$ cat config.mk
export PLATFORM = sky130hd
export DESIGN_NAME = debounce_bank
export DESIGN_NICKNAME = d
export VERILOG_FILES = /design/src/rtl/debounce_bank_pkg.sv /design/src/rtl/debounce_bank_chan.sv /design/src/rtl/debounce_bank.sv
export SDC_FILE = /design/constraint.sdc
export NUM_CORES = 1
export LEC_CHECK = 0
export BUFFER_PORTS_ARGS = -buffer_cell sky130_fd_sc_hd__buf_2
export CORE_MARGIN = 2
export CORE_UTILIZATION = 54
export CTS_CLUSTER_DIAMETER = 100
export DETAILED_ROUTE_END_ITERATION = 10
export PLACE_DENSITY_LB_ADDON = 0.12
export SYNTH_ARGS = -nofsm -noshare
export SYNTH_HDL_FRONTEND = slang
export SYNTH_SLANG_ARGS = --single-unit
$ cat constraint.sdc
create_clock -name clk -period 1.8 [get_ports clk]
set_input_delay 0.36 -clock clk [delete_from_list [all_inputs] [get_ports clk]]
set_output_delay 0.36 -clock clk [all_outputs]
set_load 0.02 [all_outputs]
$ cat src/rtl/debounce_bank_pkg.sv
// Shared defaults and board channel indices for the push-button debounce bank.
package debounce_bank_pkg;

    localparam int DEF_CHANNELS      = 4;
    localparam int DEF_STABLE_CYCLES = 16;
    localparam int DEF_SYNC_STAGES   = 2;

    // Board channel assignment on the UART/VGA control board
    localparam int CH_HS      = 0;
    localparam int CH_VS      = 1;
    localparam int CH_DF_UART = 2;
    localparam int CH_DF_VGA  = 3;

    // Counter width able to hold 0 .. stable_cycles-1
    function automatic int cnt_width(input int stable_cycles);
        return (stable_cycles < 2) ? 1 : $clog2(stable_cycles);
    endfunction

endpackage

$ cat src/rtl/debounce_bank_chan.sv
// One debounce channel: synchroniser, stability counter, debounced level,
// registered rise/fall pulses and a clearable toggle latch.
module debounce_bank_chan
    import debounce_bank_pkg::*;
#(
    parameter int   STABLE_CYCLES = DEF_STABLE_CYCLES,
    parameter int   SYNC_STAGES   = DEF_SYNC_STAGES,
    parameter logic RST_LEVEL     = 1'b0
) (
    input  logic clk,
    input  logic rst,
    input  logic btn,
    input  logic sample_en,
    input  logic tgl_clr,
    output logic db_level,
    output logic db_rise,
    output logic db_fall,
    output logic db_toggle
);

    localparam int                CNT_W   = cnt_width(STABLE_CYCLES);
    localparam logic [CNT_W-1:0] CNT_MAX = CNT_W'(STABLE_CYCLES - 1);

    logic [SYNC_STAGES-1:0] sync_q, sync_d;
    logic [CNT_W-1:0]       cnt_q, cnt_d;
    logic                   level_q, level_d;
    logic                   rise_q, rise_d;
    logic                   fall_q, fall_d;
    logic                   toggle_q, toggle_d;
    logic                   s_sync;
    logic                   accept;

    assign s_sync = sync_q[SYNC_STAGES-1];

    always_comb begin
        sync_d  = {sync_q[SYNC_STAGES-2:0], btn};
        cnt_d   = cnt_q;
        level_d = level_q;
        accept  = 1'b0;

        // Any sample matching the current level aborts a pending count
        if (s_sync == level_q) begin
            cnt_d = '0;
        end else if (sample_en) begin
            if (cnt_q == CNT_MAX) begin
                accept  = 1'b1;
                level_d = s_sync;
                cnt_d   = '0;
            end else begin
                cnt_d = cnt_q + 1'b1;
            end
        end

        rise_d = accept & s_sync;
        fall_d = accept & ~s_sync;

        if (tgl_clr) begin
            toggle_d = 1'b0;
        end else if (rise_d) begin
            toggle_d = ~toggle_q;
        end else begin
            toggle_d = toggle_q;
        end
    end

    always_ff @(posedge clk) begin
        if (rst) begin
            sync_q   <= {SYNC_STAGES{RST_LEVEL}};
            cnt_q    <= '0;
            level_q  <= RST_LEVEL;
            rise_q   <= 1'b0;
            fall_q   <= 1'b0;
            toggle_q <= 1'b0;
        end else begin
            sync_q   <= sync_d;
            cnt_q    <= cnt_d;
            level_q  <= level_d;
            rise_q   <= rise_d;
            fall_q   <= fall_d;
            toggle_q <= toggle_d;
        end
    end

    assign db_level  = level_q;
    assign db_rise   = rise_q;
    assign db_fall   = fall_q;
    assign db_toggle = toggle_q;

endmodule

$ cat src/rtl/debounce_bank.sv
// N-channel push-button conditioner; each channel is an independent debounce_bank_chan.
module debounce_bank
    import debounce_bank_pkg::*;
#(
    parameter int   CHANNELS      = DEF_CHANNELS,
    parameter int   STABLE_CYCLES = DEF_STABLE_CYCLES,
    parameter int   SYNC_STAGES   = DEF_SYNC_STAGES,
    parameter logic RST_LEVEL     = 1'b0
) (
    input  logic                clk,
    input  logic                rst,
    input  logic [CHANNELS-1:0] btn,
    input  logic                sample_en,
    input  logic [CHANNELS-1:0] tgl_clr,
    output logic [CHANNELS-1:0] db_level,
    output logic [CHANNELS-1:0] db_rise,
    output logic [CHANNELS-1:0] db_fall,
    output logic [CHANNELS-1:0] db_toggle
);

    for (genvar i = 0; i < CHANNELS; i++) begin : g_chan
        debounce_bank_chan #(
            .STABLE_CYCLES (STABLE_CYCLES),
            .SYNC_STAGES   (SYNC_STAGES),
            .RST_LEVEL     (RST_LEVEL)
        ) u_chan (
            .clk       (clk),
            .rst       (rst),
            .btn       (btn[i]),
            .sample_en (sample_en),
            .tgl_clr   (tgl_clr[i]),
            .db_level  (db_level[i]),
            .db_rise   (db_rise[i]),
            .db_fall   (db_fall[i]),
            .db_toggle (db_toggle[i])
        );
    end

endmodule

==> results of run 1 <==
==> metal layers <==
metal	wire length (um)	share of wire [%]	track usage [%]
met1	1160	46	19.9
met2	1160	46	27.8
met3	128	5.1	7.25
met4	64	2.5	9.09
met5	0	0	0
==> registers in the layout, summed over array words and instances (netlist names) <==
signal                   cells
g_chan.u_chan.db_level       4
g_chan.u_chan.db_fall        4
g_chan.u_chan.db_toggle      4
g_chan.u_chan.cnt_q         16
g_chan.u_chan.sync_q         8
g_chan.u_chan.db_rise        4
==> cell families after synthesis <==
| family | after synthesis | share of synthesized area (%) |
|---|---|---|
| AND/OR/NAND/NOR | 67 | 21.7 |
| flip-flops | 40 | 49.3 |
| buffers and inverters | 22 | 9.24 |
| AO/OA/AOI/OAI | 18 | 7.01 |
| XOR/XNOR | 11 | 5.93 |
| multiplexers | 6 | 3.70 |
| adder cells (fa/ha/maj) | 4 | 3.08 |
==> through the flow <==
step                std cells  area [um2]  worst slack [ns]
global placement          210        1690             0.314
CTS                       218        1750             0.317
floorplan                 168        1620             0.473
finish                    218        1750             0.343
global route              218        1750             0.222
detailed placement        210        1690             0.164
==> layout by cell type (no fill, tap or decap), types with 6 or more instances in the layout <==
cell / instances
nor2b_1: 8
dfxtp_1: 40
nand4_1: 7
mux2i_1: 6
xor2_1: 8
nor3_1: 13
nand2b_1: 7
buf_2: 26
nor2_1: 11
nand2_1: 12
buf_4: 6
==> final timing paths <==
check                                               from                                 endpoint  cells after the start
setup reg to reg  g_chan[2].u_chan.cnt_q[0]$_SDFFE_PP0P_  g_chan[2].u_chan.db_toggle$_SDFFE_PP0P_                      4
setup / recovery  g_chan[2].u_chan.cnt_q[0]$_SDFFE_PP0P_  g_chan[2].u_chan.db_toggle$_SDFFE_PP0P_                      4
hold reg to reg    g_chan[3].u_chan.sync_q[0]$_SDFF_PP0_    g_chan[3].u_chan.sync_q[1]$_SDFF_PP0_                      1
hold / removal                                tgl_clr[1]  g_chan[1].u_chan.db_toggle$_SDFFE_PP0P_                      2
==> cell type report <==
class                   instances  area (um2)  area share [%]
flip-flops and latches         40         801            45.7
multi-input cells             106         673            38.5
repair buffers                 32         175            10.0
clock buffers                   8        58.8            3.36
well taps                      31        38.8            2.22
inverters                       1        3.75           0.214
==> power by group through the flow <==
| stage | clock network, mW | logic (mW) | registers [mW] |
|---|---|---|---|
| CTS | 0.485 | 0.0576 | 0.900 |
| global placement | 0 | 0.0552 | 0.920 |
| detailed placement | 0 | 0.0575 | 0.920 |
| global route | 0.524 | 0.0640 | 0.902 |
| floorplan | 0 | 0.0399 | 0.919 |
| finish | 0.471 | 0.0569 | 0.900 |
==> critical path: stages (launching register included) <==
cell and delay (ns):
dfxtp_1 0.39, ha_1 0.20, nand4_1 0.12, or3_1 0.38, a211oi_1 0.27
==> results.md, run 1 <==
* Required @ worst endpoint at 2.05 ns
* GRT Total Usage at between 10% and 20%
* Synth Area per Inst at ~9.7 um2
* Root buf cell: clkbuf_4
* Syn Nets at 183
* Worst-margin pin slew at between 0.3 and 0.4 ns
* P_int at 1.11 mW
* Post-synthesis cell area at between 1500 and 2000 um2
* Most common cell in the synthesized netlist: dfxtp_1
* Netlist cell types at 24
* Final Util at between 60 and 70%
* Vias at ~1200
* Layout cells sized above 1 at approximately a fifth
* Fin Setup TNS at 0 ns
* Via count of the first global-routing pass at between 1000 and 1500
* DRC at 2
* Pwr Total at 1.43 mW
* Die ar. at about 3500 um2
* Ys Warns at 0
* PD cells at around 800 nW/um2
* Critical path type: reg -> reg
* Status: complete, but fails checks
* Layout area overhead at 7.78%
* Detailed-route vias per instance at between 5 and 6
* Worst R2R Setup Slack at roughly 0.34 ns
* Synth top area share at between 40% and 50%
* Reg clk slew, reported paths at roughly 0.11 ns
* Fmax at 0.686 GHz
* WL per Instance at approximately 12 um
* Worst rel slew slack at ~74%
* # rows at 19
* Initial antenna violation count at 0
* Number of buffers created by CTS at 5
* Worst-path maximum fanout at 3
* Placer congestion estimate at 0.749
* CTS Buffer Depth at 2
* Clock Skew at 0.00397 ns
* Final min period at 1.46 ns
* Fill count at 255
* DR iter-0 viols at 25
* First-pass GRT wire length at ~4.5 mm
* Asr flop ratio synth at 0%
* Switching Fraction at 22.0%
* RSZ-0062 raised after global routing: no
* # hold bufs at CTS at 0
* Layout net count at 201
* Static Leak at 0.705 nW
* Final WL at between 2 and 3 mm
* Top post-synthesis cells by count: dfxtp_1 (40), buf_4 (18), nor3_1 (13)
* Final setup violation count at 0
* Biggest area consumer among synthesized cells: dfxtp_1
* CTS tree: built
* Gr ovfl total at 0
* Buffers on Ports at 26
* DR pass1 iterations at 7
* Final Max Slew Viols at 0
* Failing checks: DRC
* Seq/Total Area, Yosys at 49.3%
* CP endpoint kind: register
* Resize count post-CTS at 0
* Psw at ~310 uW
* Chip width at 58.8 um
* Crit path DAT at between 1.5 and 2 ns
* Fin. Hold Viols at 0
* Peak VDD IR at 0.528 mV
* CTS Sinks at 40
* Post-Syn Instances at roughly 170
* Gate power share at approximately 4%
* Clock power frac at 33.0%
* Main synth FF type: dfxtp_1
* Hold_ws at roughly 0.15 ns
* Synth Register Bits at 40
* Initial Util at approximately 58%
* Setup crit start kind: register
* Largest net degree at the start of global routing at 20
* Post-CTS setup buffer count at 0
* Sequential share of power at between 60% and 70%
* Total of max-cap violations at 0
* Post-synth EDFFs at 0
* Post-route ant nets at 0
* HP Class: in -> reg
* Synth area leaders: dfxtp_1 (49%), buf_4 (8.3%), xor2_1 (4.3%)
* Core ar. at about 2800 um2
* Worst-Skew Late Latency at ~0.34 ns
* Io pins at 27
* DP Wirelength at 1.81 mm
* Period utilization at approximately 81%
* Die height at 58.8 um
* H-tree levels at 2
* Diode count at 0
No activity file was read; power rests on OpenSTA's default activity.
==> run 2, diff against run 1 <==
--- a/config.mk
+++ b/config.mk
@@ -7,7 +7,7 @@
 export LEC_CHECK = 0
 export BUFFER_PORTS_ARGS = -buffer_cell sky130_fd_sc_hd__buf_2
 export CORE_MARGIN = 2
-export CORE_UTILIZATION = 54
+export CORE_UTILIZATION = 49
 export CTS_CLUSTER_DIAMETER = 100
 export DETAILED_ROUTE_END_ITERATION = 10
 export PLACE_DENSITY_LB_ADDON = 0.12
==> constraint.sdc (replaced) <==
create_clock -name clk -period 1.33 [get_ports clk]
set_input_delay 0.266 -clock clk [delete_from_list [all_inputs] [get_ports clk]]
set_output_delay 0.266 -clock clk [all_outputs]
set_load 0.02 [all_outputs]
==> run 2 against run 1 <==
The flow now finishes without violations; power rose by 59%; count of clock-buffer cells in the layout fell by 3; final cell count rose by 11%; setup slack got worse by 0.28 ns; die area rose by 9.5%; largest power group unchanged.
==> results.md, run 2 (synthesized netlist as in run 1, its figures left out) <==
* Status: finished clean
* Required @ worst endpoint at 1.61 ns (-0.44 ns)
* Worst Setup SP: g_chan[0].u_chan.cnt_q[0]$_SDFFE_PP0P_
* Period utilization at 94.9% (+14 points)
* DRC at 0 (-2)
* Initial antenna violation count at 0 (unchanged)
* Die height at 61.6 um (+4.6%)
* Detailed-route vias per instance at 5.05 (-4.3%)
* Final WL at 2.88 mm (+14%)
* DR iter-0 viols at 91 (+260%)
* Worst-margin pin slew at 0.301 ns (-0.0827 ns)
* Pwr Total at 2.27 mW (+59%)
* Clock Skew at 0.00587 ns (+0.00190 ns)
* Vias at 1218 (+5.8%)
* # hold bufs at CTS at 0 (unchanged)
* Critical path type: reg -> reg
* Total of max-cap violations at 0 (unchanged)
* Gr ovfl total at 0 (unchanged)
* Layout area overhead at 21.7%
* GRT met2 Usage at 24.7% (-3.1 points)
* Largest net degree at the start of global routing at 13 (-35%)
* DR pass1 iterations at 4 (-3)
* Placement Setup Slack at -0.0177 ns (-0.182 ns)
* Via count of the first global-routing pass at 1077 (-0.37%)
* CTS tree: built
* H-tree levels at 2 (unchanged)
* CP bufs+invs at 0 (unchanged)
* CTS Sinks at 40 (unchanged)
* CP max stage cell: or3_1
* Fin. Hold Viols at 0 (unchanged)
* Largest regs: g_chan.u_chan.cnt_q (16), g_chan.u_chan.sync_q (8)
* Worst-Skew Late Latency at 0.34 ns (about the same)
* Root buf cell: clkbuf_4
* Diode count at 0 (unchanged)
* Hold Crit Start: tgl_clr[2]
* Final min period at 1.26 ns (-0.195 ns)
* RSZ-0062 raised after global routing: yes
* CP endpoint kind: register
* Cell Chain, Critical Path: ha_4 -> nand4_1 -> or3_1 -> a211oi_2
* Final setup violation count at 0 (unchanged)
* Fmax at 0.792 GHz (+15%)
* CTS Buffer Depth at 2 (unchanged)
* Setup ws final at 0.0672 ns (-0.275 ns)
* Layout net count at 212 (+5.5%)
* Final Max Slew Viols at 0 (unchanged)
* HP Class: in -> reg
* Post-route ant nets at 0 (unchanged)
* Largest register by flop count: g_chan.u_chan.cnt_q
* Number of buffers created by CTS at 5 (unchanged)
* Crit-path leading delay family: simple AND/OR/NAND/NOR gates
* Setup crit start kind: register
* Reg clk slew, reported paths at 0.11 ns (about the same)
* Static Leak at 0.782 nW (+11%)
* GRT Total Usage at 16.9% (-0.51 points)
* DP Wirelength at 2.01 mm (+11%)
* Launch point of the worst reg-to-reg path: g_chan[0].u_chan.cnt_q[0]$_SDFFE_PP0P_
* Initial Util at 52.3% (-5.6 points)
* Fill count at 270 (+5.9%)
* Grt peak-use layer: met2
* Commonest cells after routing, fill and taps aside: dfxtp_1 (31), buf_2 (26), buf_4 (17), nor3_1 (13), nand2_1 (12)
* # rows at 20 (+1)
* M3 GR Usage at 7.56% (+0.31 points)
* PD cells at 1150 nW/um2 (+41%)
* Buffers on Ports at 26 (unchanged)
* Commonest non-fill, non-tap cell in the layout: dfxtp_1
* Die ar. at 3790 um2 (+9.5%)
* Hold_ws at 0.0692 ns (-0.0836 ns)
* Io pins at 27 (unchanged)
* Largest register FFs at 16 (unchanged)
* Layout cells sized above 1 at 34.0% (+14 points)
* Peak VDD IR at 0.658 mV (+25%)
* Final Util at 63.7% (+1.3 points)
* CP peak stage delay at 0.40 ns (about the same)
* Crit path DAT at 1.54 ns (-0.17 ns)
* Worst-path maximum fanout at 3 (unchanged)
* WL per Instance at 12.0 um (+3.6%)
* Chip width at 61.6 um (+4.6%)
* Core ar. at 3100 um2 (+11%)
* First-pass GRT wire length at 4.56 mm (+1.7%)
* Placer congestion estimate at 0.722 (-3.6%)
* Met1 Usage GRT at 21.3% (+1.3 points)
* Worst rel slew slack at 79.6% (+5.2 points)
==> run 2: cell count changes in the layout (fill, tap and decap cells not counted), sizes merged <==
| cell | delta |
|---|---|
| buf | +11 |
| clkbuf | -3 |
| bufinv | +2 |
==> run 2: worst register-to-register path: cells and delay by family (launching register included) <==
kind,cells,cell delay [ns]
flip-flops,1,0.39
AND/OR/NAND/NOR,2,0.51
AO/OA/AOI/OAI,1,0.17
adder cells (fa/ha/maj),1,0.13
==> run 2: per-stage QoR <==
stage,area [um2],instances,setup TNS (ns)
after CTS,1880,238,0
after detailed placement,1770,231,-0.0232
after global routing,1980,241,-0.0595
after global placement,1770,231,0
after floorplan,1620,168,0
final,1980,241,0
==> run 2: area by class of cell <==
type | count | area [um2] | area share (%)
Clock buffer | 5 | 37.5 | 1.90
Clock inverter | 2 | 60.1 | 3.04
Inverter | 1 | 3.75 | 0.190
Multi-Input combinational cell | 106 | 746 | 37.7
Sequential cell | 40 | 817 | 41.3
Tap cell | 44 | 55.1 | 2.78
Timing Repair Buffer | 43 | 258 | 13.0
==> run 2: timing repair <==
item	CTS	global route
setup endpoints to repair	4	4
pin swaps	0	7
resized for setup	9	16
buffers inserted	0	3
==> run 2: layer usage <==
layer  vias up  routed length [um]
met1       559                1390
met2        26                1290
met5         -                   0
met3         4                 146
li1        629                   -
met4         0                  48
==> run 2: final timing paths <==
| check | to | slack [ns] | depth (start not counted) |
|---|---|---|---|
| hold reg to reg | g_chan[2].u_chan.sync_q[1]$_SDFF_PP0_ | 0.45 | 1 |
| setup / recovery | g_chan[0].u_chan.db_toggle$_SDFFE_PP0P_ | 0.07 | 4 |
| hold / removal | g_chan[2].u_chan.db_toggle$_SDFFE_PP0P_ | 0.07 | 2 |
| setup reg to reg | g_chan[0].u_chan.db_toggle$_SDFFE_PP0P_ | 0.07 | 4 |
==> run 2: power by group <==
part	internal (mW)	switching (mW)	total, mW
Clock	0.575	0.383	0.959
Combinational	0.0458	0.0491	0.0949
Sequential	1.21	0.00778	1.22
==> run 3, diff against run 2 <==
--- a/config.mk
+++ b/config.mk
@@ -7,9 +7,11 @@
 export LEC_CHECK = 0
 export BUFFER_PORTS_ARGS = -buffer_cell sky130_fd_sc_hd__buf_2
 export CORE_MARGIN = 2
-export CORE_UTILIZATION = 49
+export CORE_UTILIZATION = 58
 export CTS_CLUSTER_DIAMETER = 100
 export DETAILED_ROUTE_END_ITERATION = 10
+export GPL_TIMING_DRIVEN = 0
+export HOLD_SLACK_MARGIN = 0.06
 export PLACE_DENSITY_LB_ADDON = 0.12
 export SYNTH_ARGS = -nofsm -noshare
 export SYNTH_HDL_FRONTEND = slang
==> constraint.sdc (replaced) <==
create_clock -name clk -period 1.63 [get_ports clk]
set_input_delay 0.326 -clock clk [delete_from_list [all_inputs] [get_ports clk]]
set_output_delay 0.326 -clock clk [all_outputs]
set_load 0.02 [all_outputs]
==> run 3 against run 2 <==
Flip-flop and latch count is the same; combinational power shrank 29%; count of clock-buffer cells in the layout grew 1; hold slack gained 0.036 ns; critical endpoint unchanged; largest cell class unchanged.
==> results.md, run 3 (synthesized netlist as in run 1, its figures left out) <==
* CTS Sinks at 40 (unchanged)
* Met1 WL at 1.34 mm (-4.0%)
* Final Non-Filler Cells at 236 (-2.1%)
* Period utilization at 92.7% (-2.3 points)
* Gate power share at 4.3% (about the same)
* Largest regs: g_chan.u_chan.cnt_q (16), g_chan.u_chan.sync_q (8)
* Total of max-cap violations at 0 (unchanged)
* P_int at 1.22 mW (-33%)
* Setup crit start kind: register
* First-pass GRT wire length at 5.14 mm (+13%)
* H-tree levels at 2 (unchanged)
* Chip width at 56.9 um (-7.6%)
* Launch point of the worst reg-to-reg path: g_chan[0].u_chan.cnt_q[0]$_SDFFE_PP0P_
* Sequential share of power at 62.5% (+8.9 points)
* Commonest cells after routing, fill and taps aside: dfxtp_1 (40), buf_2 (25), buf_4 (22), nor3_1 (13), nand2_1 (12)
* # rows at 19 (-5.0%)
* DR pass1 iterations at 4 (unchanged)
* Vias at 1262 (+3.6%)
* Static Leak at 0.798 nW (+2.0%)
* Worst Setup SP: g_chan[0].u_chan.cnt_q[0]$_SDFFE_PP0P_
* Crit path DAT at 1.78 ns (+0.24 ns)
* Worst rel slew slack at 65.2% (-14 points)
* Peak VDD IR at 0.620 mV (-5.7%)
* Largest net degree at the start of global routing at 13 (unchanged)
* DP Wirelength at 2.24 mm (+12%)
* Fin. Hold Viols at 0 (unchanged)
* CTS tree: built
* Worst-margin pin slew at 0.521 ns (+0.220 ns)
* Status: finished clean
* Diode count at 0 (unchanged)
* DR iter-0 viols at 38 (-58%)
* Number of buffers created by CTS at 5 (unchanged)
* Max layer used: met4
* Io pins at 27 (unchanged)
* CP max stage cell: or3_1
* Buffers on Ports at 25 (-3.8%)
* Required @ worst endpoint at 1.90 ns (+0.29 ns)
* Final Util at 69.5% (+5.8 points)
* Fmax at 0.662 GHz (-16%)
* Layout cells sized above 1 at 27.3% (-6.7 points)
* GRT Total Usage at 20.9% (+4.0 points)
* Clock Skew at 0.0114 ns (+0.00548 ns)
* PD cells at 844 nW/um2 (-26%)
* Area of the multi-input gates at 678 um2 (-9.1%)
* Commonest non-fill, non-tap cell in the layout: dfxtp_1
* Placer congestion estimate at 0.722 (about the same)
* Detailed-route vias per instance at 5.35 (+5.8%)
* Psw at 368 uW (-16%)
* Gr ovfl total at 0 (unchanged)
* Die ar. at 3240 um2 (-15%)
* Worst-Skew Late Latency at 0.36 ns (+0.02 ns)
* Design Area, Final at 1880 um2 (-4.7%)
* Largest register FFs at 16 (unchanged)
* Final WL at 3.11 mm (+7.9%)
* Via count of the first global-routing pass at 1172 (+8.8%)
* Initial Util at 59.9% (+7.6 points)
* DP Area at 1790 um2 (+1.1%)
* Switching Fraction at 23.1% (+3.7 points)
* CP peak stage delay at 0.41 ns (about the same)
* Post-route ant nets at 0 (unchanged)
* Layout net count at 219 (+3.3%)
* Die height at 56.9 um (-7.6%)
* DRC at 0 (unchanged)
* Worst-path maximum fanout at 4 (+1)
* Placed cells at 224 (-3.0%)
* Clock power frac at 33.2% (-9.1 points)
* HP Class: in -> reg
* Largest register by flop count: g_chan.u_chan.cnt_q
* Core ar. at 2710 um2 (-13%)
* Initial antenna violation count at 0 (unchanged)
* Layout area overhead at 16.0%
* CP endpoint kind: register
* Met3 routed wirelength at 160 um (+9.6%)
* Hold Crit Start: tgl_clr[1]
* Cell Chain, Critical Path: ha_1 -> nand4_1 -> or3_1 -> a211oi_2
* Fill count at 223 (-17%)
* Final setup violation count at 0 (unchanged)
* Final min period at 1.51 ns (+0.248 ns)
* Area occupied by registers at 801 um2 (-2.0%)
* CTS Buffer Depth at 2 (unchanged)
* Reg clk slew, reported paths at 0.12 ns (about the same)
* WL per Instance at 13.2 um (+10%)
* Root buf cell: clkbuf_4
* Critical path type: reg -> reg
* Met2 routed WL at 1.55 mm (+20%)
* Final Max Slew Viols at 0 (unchanged)
[run 3: cell types whose count changed in the layout (fill, tap and decap cells not counted), sizes merged]
| cell | change |
|---|---|
| clkbuf | +4 |
| buf | +4 |
| bufinv | -2 |
| clkinv | +2 |
[run 3: power by group through the flow]
stage | clock, mW | combinational (mW) | sequential, mW
after global placement | 0 | 0.0648 | 1.02
final | 0.529 | 0.0678 | 0.995
after CTS | 0.532 | 0.0685 | 0.995
after floorplan | 0 | 0.0441 | 1.01
after detailed placement | 0 | 0.0677 | 1.02
after global routing | 0.577 | 0.0757 | 0.997
[run 3: routing by layer]
metal	vias up	global-route usage, %
met5	-	0
met2	31	35.5
li1	640	-
met1	584	24.5
met4	0	7.97
met3	7	6.91
[run 3: final cells by class]
type	count	area share [%]
multi-input cells	106	36.0
clock buffers	6	2.72
plain buffers	21	7.77
well taps	31	2.06
clock inverters	2	0.531
flip-flops and latches	40	42.5
repair buffers	29	8.23
inverters	1	0.199
[run 3: final timing paths]
path	to	slack (ns)	cells past startpoint
setup reg to reg	g_chan[0].u_chan.db_toggle$_SDFFE_PP0P_	0.12	4
hold reg to reg	g_chan[2].u_chan.sync_q[1]$_SDFF_PP0_	0.46	1
setup / recovery	g_chan[0].u_chan.db_toggle$_SDFFE_PP0P_	0.12	4
hold / removal	g_chan[1].u_chan.db_toggle$_SDFFE_PP0P_	0.10	2
[run 3: critical path: cells and delay by family (launching register included)]
kind                     cells  cell delay, ns
AND/OR/NAND/NOR              2            0.60
flip-flops                   1            0.39
adder cells (fa/ha/maj)      1            0.22
AO/OA/AOI/OAI                1            0.22
[run 3: repair_timing]
action / in CTS / in global routing
setup endpoints to repair: 0 / 3
setup buffers: 0 / 4
resized for setup: 0 / 2
hold buffers: 0 / 0
[run 3: stage by stage]
stage / setup TNS, ns / setup slack (ns) / power [mW] / hold WS, ns
6_report: 0 / 0.119 / 1.59 / 0.105
5_1_grt: -0.000231 / -0.000231 / 1.65 / 0.104
4_1_cts: 0 / 0.0405 / 1.60 / 0.103
3_5_place_dp: 0 / 0.0739 / 1.08 / 0.441
3_3_place_gp: 0 / 0.164 / 1.08 / 0.418
2_1_floorplan: 0 / 0.303 / 1.06 / 0.399
